### src/rtl/mac_pkg.sv
// Shared MAC definitions: TX scheduler state encoding, frame-length defaults
// and line-coding constants used by both the TX and RX paths.
package mac_pkg;

   localparam int unsigned MIN_LEN_DEF    = 60;
   localparam int unsigned MAX_LEN_DEF    = 1514;
   localparam int unsigned IPG_CYCLES_DEF = 12;

   // Byte counter covers MAX_LEN up to 2047 without wrapping.
   localparam int unsigned CNT_W = 11;
   localparam int unsigned GAP_W = 16;

   localparam int unsigned PREAMBLE_LEN  = 7;
   localparam logic [7:0]  PREAMBLE_BYTE = 8'h55;
   localparam logic [7:0]  SFD_BYTE      = 8'hD5;

   typedef enum logic [2:0] {
      ST_IDLE  = 3'd0,
      ST_XFER  = 3'd1,
      ST_PAD   = 3'd2,
      ST_DRAIN = 3'd3,
      ST_GAP   = 3'd4
   } tx_state_e;

endpackage

### src/rtl/mac_tx_rr_arb.sv
// Two-way round-robin arbiter; the grant and last-grant pointer only move
// when the scheduler leaves IDLE for a new frame.
module mac_tx_rr_arb (
   input  logic clk,
   input  logic rst,
   input  logic req0,
   input  logic req1,
   input  logic take,
   output logic grant
);

   logic last_q;
   logic pick_c;

   // On a tie the requester not served last wins.
   always_comb begin
      pick_c = req1;
      if (req0 && req1) begin
         pick_c = ~last_q;
      end
   end

   always_ff @(posedge clk) begin
      if (rst) begin
         last_q <= 1'b1;
         grant  <= 1'b0;
      end else if (take) begin
         last_q <= pick_c;
         grant  <= pick_c;
      end
   end

endmodule

### src/rtl/mac_tx_sched.sv
// Frame-granular TX scheduler for two sources: pads short frames, truncates
// long ones and enforces the inter-packet gap ahead of the MAC framer.
module mac_tx_sched
   import mac_pkg::*;
#(
   parameter int unsigned MIN_LEN    = MIN_LEN_DEF,
   parameter int unsigned MAX_LEN    = MAX_LEN_DEF,
   parameter int unsigned IPG_CYCLES = IPG_CYCLES_DEF
) (
   input  logic       in_txc,
   input  logic       in_rst,
   input  logic       in_req0_valid,
   input  logic [7:0] in_req0_data,
   input  logic       in_req0_last,
   output logic       out_req0_ready,
   input  logic       in_req1_valid,
   input  logic [7:0] in_req1_data,
   input  logic       in_req1_last,
   output logic       out_req1_ready,
   output logic       out_mac_valid,
   output logic [7:0] out_mac_data,
   output logic       out_mac_last,
   input  logic       in_mac_ready,
   output logic       out_grant,
   output logic       out_busy,
   output logic       out_trunc
);

   localparam logic [CNT_W-1:0] MIN_CNT  = CNT_W'(MIN_LEN);
   localparam logic [CNT_W-1:0] MAX_CNT  = CNT_W'(MAX_LEN);
   localparam logic [GAP_W-1:0] IPG_LOAD = GAP_W'(IPG_CYCLES);

   tx_state_e        state;
   tx_state_e        state_d;
   logic [CNT_W-1:0] cnt;
   logic [CNT_W-1:0] cnt_d;
   logic [CNT_W-1:0] cnt_inc;
   logic [GAP_W-1:0] gap_cnt;
   logic [GAP_W-1:0] gap_d;
   logic             trunc_d;
   logic             grant;
   logic             arb_take;
   logic             sel_valid;
   logic             sel_last;
   logic             sel_ready;
   logic [7:0]       sel_data;

   assign sel_valid = grant ? in_req1_valid : in_req0_valid;
   assign sel_last  = grant ? in_req1_last  : in_req0_last;
   assign sel_data  = grant ? in_req1_data  : in_req0_data;
   assign cnt_inc   = cnt + CNT_W'(1);
   assign arb_take  = (state == ST_IDLE) && (in_req0_valid || in_req1_valid);
   assign out_grant = grant;
   assign out_busy  = (state != ST_IDLE);

   mac_tx_rr_arb u_arb (
      .clk   (in_txc),
      .rst   (in_rst),
      .req0  (in_req0_valid),
      .req1  (in_req1_valid),
      .take  (arb_take),
      .grant (grant)
   );

   always_ff @(posedge in_txc) begin
      if (in_rst) begin
         state     <= ST_IDLE;
         cnt       <= '0;
         gap_cnt   <= '0;
         out_trunc <= 1'b0;
      end else begin
         state     <= state_d;
         cnt       <= cnt_d;
         gap_cnt   <= gap_d;
         out_trunc <= trunc_d;
      end
   end

   always_comb begin
      state_d        = state;
      cnt_d          = cnt;
      gap_d          = gap_cnt;
      trunc_d        = 1'b0;
      sel_ready      = 1'b0;
      out_mac_valid  = 1'b0;
      out_mac_data   = 8'h00;
      out_mac_last   = 1'b0;
      out_req0_ready = 1'b0;
      out_req1_ready = 1'b0;

      unique case (state)
         ST_IDLE: begin
            if (arb_take) begin
               state_d = ST_XFER;
               cnt_d   = '0;
            end
         end

         ST_XFER: begin
            out_mac_valid = sel_valid;
            out_mac_data  = sel_data;
            sel_ready     = in_mac_ready;
            if (sel_valid && in_mac_ready) begin
               cnt_d = cnt_inc;
               if (sel_last && (cnt_inc >= MIN_CNT)) begin
                  out_mac_last = 1'b1;
                  state_d      = ST_GAP;
                  gap_d        = IPG_LOAD;
               end else if (sel_last) begin
                  state_d = ST_PAD;
               end else if (cnt_inc == MAX_CNT) begin
                  out_mac_last = 1'b1;
                  trunc_d      = 1'b1;
                  state_d      = ST_DRAIN;
               end
            end
         end

         // Zero fill up to the minimum length; the source is already done.
         ST_PAD: begin
            out_mac_valid = 1'b1;
            if (in_mac_ready) begin
               cnt_d = cnt_inc;
               if (cnt_inc == MIN_CNT) begin
                  out_mac_last = 1'b1;
                  state_d      = ST_GAP;
                  gap_d        = IPG_LOAD;
               end
            end
         end

         // Swallow the tail of a truncated frame without touching the framer.
         ST_DRAIN: begin
            sel_ready = 1'b1;
            if (sel_valid && sel_last) begin
               state_d = ST_GAP;
               gap_d   = IPG_LOAD;
            end
         end

         ST_GAP: begin
            if (gap_cnt > GAP_W'(1)) begin
               gap_d = gap_cnt - GAP_W'(1);
            end else begin
               gap_d   = '0;
               state_d = ST_IDLE;
            end
         end

         default: begin
            state_d = ST_IDLE;
         end
      endcase

      out_req0_ready = sel_ready & ~grant;
      out_req1_ready = sel_ready & grant;
   end

endmodule

### config.mk
export PLATFORM = sky130hd
export DESIGN_NAME = mac_tx_sched
export DESIGN_NICKNAME = d
export VERILOG_FILES = /design/src/rtl/mac_pkg.sv /design/src/rtl/mac_tx_rr_arb.sv /design/src/rtl/mac_tx_sched.sv
export SDC_FILE = /design/constraint.sdc
export NUM_CORES = 1
export LEC_CHECK = 0
export CORE_UTILIZATION = 40
export CTS_BUF_LIST = sky130_fd_sc_hd__clkbuf_8
export DETAILED_ROUTE_END_ITERATION = 10
export MAX_ROUTING_LAYER = met4
export PLACE_DENSITY_LB_ADDON = 0.05
export SYNTH_ARGS = -nofsm -noshare
export SYNTH_HDL_FRONTEND = slang
export SYNTH_SLANG_ARGS = --single-unit
### constraint.sdc
create_clock -name in_txc -period 4.7 [get_ports in_txc]
set_input_delay 0.705 -clock in_txc [delete_from_list [all_inputs] [get_ports in_txc]]
set_output_delay 0.705 -clock in_txc [all_outputs]
set_load 0.02 [all_outputs]
==> results by group <==
Synthesis
  – Number of synthesized register bits: 33
  – Yosys warns: 0
  – Synth unique cells: 52
  – Cells after Synth: 296
  – Number of synthesized flops with an enable pin: 0
  – Ranking of synthesized cells by area: dfxtp_1 29%, nor2_1 6.3%, mux2i_1 5.3%
  – Mapped Area: 2273 µm²
  – Sequential share of the synthesized area: 0.2906
  – Yosys top cell area share: 0.2906
  – Syn avg cell area: 7.681 µm²
  – Asr flop ratio synth: 0
  – Most used DFF post-synth: dfxtp_1
  – Syn_nets: 324
  – Post-synth top area cell: dfxtp_1

Worst setup path
  – Peak fanout along the critical path: 7
  – Data arrival, critical path: 3.16 ns
  – CP required: 3.99 ns
  – R2R Path Start: gap_cnt[8]
  – Worst Setup SP: cnt[0]
  – Critical path type: register to primary output
  – Type of origin of the critical path: register
  – Critical Path Sink Type: primary output

Cells and area
  – Ant. Diodes: 0
  – Most used cells in the layout excluding fill and tap cells: 38 x nor2_1, 37 x clkdlybuf4s50_1, 33 x dfxtp_1
  – Layout cells sized above 1: 0.07210
  – Commonest non-fill, non-tap cell in the layout: nor2_1
  – Synth-to-layout area growth: 21.02%
  – Final net count: 346
  – Fillers: 548

Timing
  – Slew @ Worst Pin: 0.9106 ns
  – Clk_skew: 0.01347 ns
  – Final hold vios: 0
  – Unrepaired setup endpoints after global routing: no
  – Setup violations, final: 0
  – Worst setup margin: 0.8359 ns
  – Period utilization: 0.8222
  – Setup TNS: 0 ns
  – Max Fclk: 0.2588 GHz
  – Max-slew violations: 0
  – Max transition margin: 0.3901
  – Min Tclk post-route: 3.864 ns

CTS
  – Clock tree from TritonCTS: built
  – Later-pin clock latency in the skew report: 0.29 ns
  – Root buf cell: clkbuf_8
  – Clock sinks: 33
  – CTS max path bufs: 2
  – Inserted Clock Buffers: 5
  – Post-CTS Hold Fix Bufs: 0
  – Clock slew seen by the registers of the worst setup and hold paths: 0.07 ns
  – Post-CTS setup buffers: 0
  – Resize count post-CTS: 0
  – H-tree levels: 2

Detailed routing
  – DRT iter0 DRCs: 135
  – Uppermost routed layer: met4
  – Vias: 2171
  – Via density: 5.552
  – DRC: 0
  – Met2 wire len: 2403 µm
  – Met1 wire length: 2951 µm
  – DR WL met3: 161 µm
  – Routed len/inst: 14.29 µm
  – DR pass1 iterations: 4
  – Routed WL: 5588 µm
  – Antenna-violating nets left: 0

Floorplan
  – IO Pins: 38
  – Std-Cell Rows: 27
  – Die height: 77.39 µm
  – Die area: 5989 µm²
  – Core Area: 5507 µm²
  – Starting density of the core: 0.4129
  – Die width: 77.39 µm

Power and ir drop
  – Internal power: 0.0006474 W
  – Combinational share of power: 0.402
  – Cell Pwr Density: 377.1 nW/µm²
  – NetSw: 0.0003902 W
  – P_leak: 0.9460 nW
  – Peak supply drop: 288.1 µV
  – Clock power share: 0.272
  – Seq pwr share: 0.326
  – Net Sw Frac: 0.3761

Global routing
  – Initial antenna violation count: 0
  – Pin count of the biggest net entering global routing: 39
  – Number of global-route vias before repair: 2016
  – First-pass GRT wire length: 9597 µm
  – Grt total ovfl: 0
  – All-layer global routing usage: 0.2024

Run
  – Max Cap Viol: 0

Place
  – Dpl hpwl: 3885 µm
  – Pre-CTS WS: 1.152 ns
  – Gpl congestion: 0.8308
  – Port buffer count: 37

Worst hold path
  – HP Start: gap_cnt[10]
  – Min-Delay Path Class: register to register

Status
  – Status: completed
## area by class of cell
cell class	instances	area [µm²]	area share
clock buffers	6	82.58	0.03001
clock inverters	2	33.78	0.01228
inverters	8	30.03	0.01091
multi-input cells	231	1469	0.5339
flip-flops and latches	33	660.6	0.2401
well taps	72	90.09	0.03274
repair buffers	39	385.4	0.1401
## power groups by stage
stage          clock network (W)  registers, W  logic, W
2_1_floorplan                  0      0.000316  0.000304
3_5_place_dp                   0      0.000345  0.000416
4_1_cts                 0.000286      0.000338  0.000419
6_report                0.000283      0.000338  0.000417
3_3_place_gp                   0      0.000344  0.000421
5_1_grt                 0.000302      0.000345  0.000458
## cell usage after synthesis, types with 5 or more instances
cell type and instances:
a31oi_1 8, nand2b_1 7, or3_1 8, mux2i_1 12, o31ai_1 8, a211oi_1 6
buf_2 6, inv_1 8, nand2_1 20, ha_1 5, clkbuf_1 15, a21oi_1 19
nor3_1 15, a311oi_1 7, nor2_1 38, nand3_1 8, dfxtp_1 33, o21ai_0 15
## worst max-delay path, stage by stage, from the launching register on
cell	delay, ns
dfxtp_1	0.44
ha_1	0.32
and4_1	0.27
and2_0	0.30
xnor2_1	0.10
nor4_1	0.48
mux2i_1	0.14
o21bai_1	0.19
clkdlybuf4s50_1	0.64
## registers in the layout (all words and copies together), names as in the netlist
name,cells
out_trunc,1
gap_cnt,16
state,3
u_arb.last_q,1
cnt,11
u_arb.grant,1
## stage by stage
stage          hold slack [ns]  power (W)  instances  utilization  cell area (µm²)
3_5_place_dp            0.4674  0.0007617        383       0.4785             2635
5_1_grt                 0.5224   0.001105        391       0.4997             2751
4_1_cts                 0.4778   0.001043        391       0.4997             2751
3_3_place_gp            0.4579  0.0007649        383       0.4785             2635
2_1_floorplan           0.4401  0.0006199        296            -             2273
6_report                0.4801   0.001038        391       0.4997             2751
## per-layer routing
layer	track usage	up-vias
met3	0.03647	7
met1	0.2781	999
met5	-	-
met4	0.06415	0
li1	-	1134
met2	0.2991	31
## logic make-up after synthesis
| kind of cell | after synthesis | share of synthesized area |
|---|---|---|
| muxes | 13 | 0.05779 |
| adders and majority gates | 5 | 0.02752 |
| xor gates and xnor gates | 4 | 0.01541 |
| DFF | 33 | 0.2906 |
| and+or+nand+nor | 125 | 0.2873 |
| AOI/OAI and AO/OA | 84 | 0.2581 |
| buffers and inverters | 32 | 0.06329 |
## final timing paths
| check | depth (start not counted) | slack [ns] | endpoint |
|---|---|---|---|
| max | 8 | 0.84 | out_mac_last |
| max reg2reg | 7 | 1.84 | state[2] |
| min | 1 | 0.48 | gap_cnt[10] |
| min reg2reg | 1 | 0.48 | gap_cnt[10] |
Power figures use the tool's default switching activity.
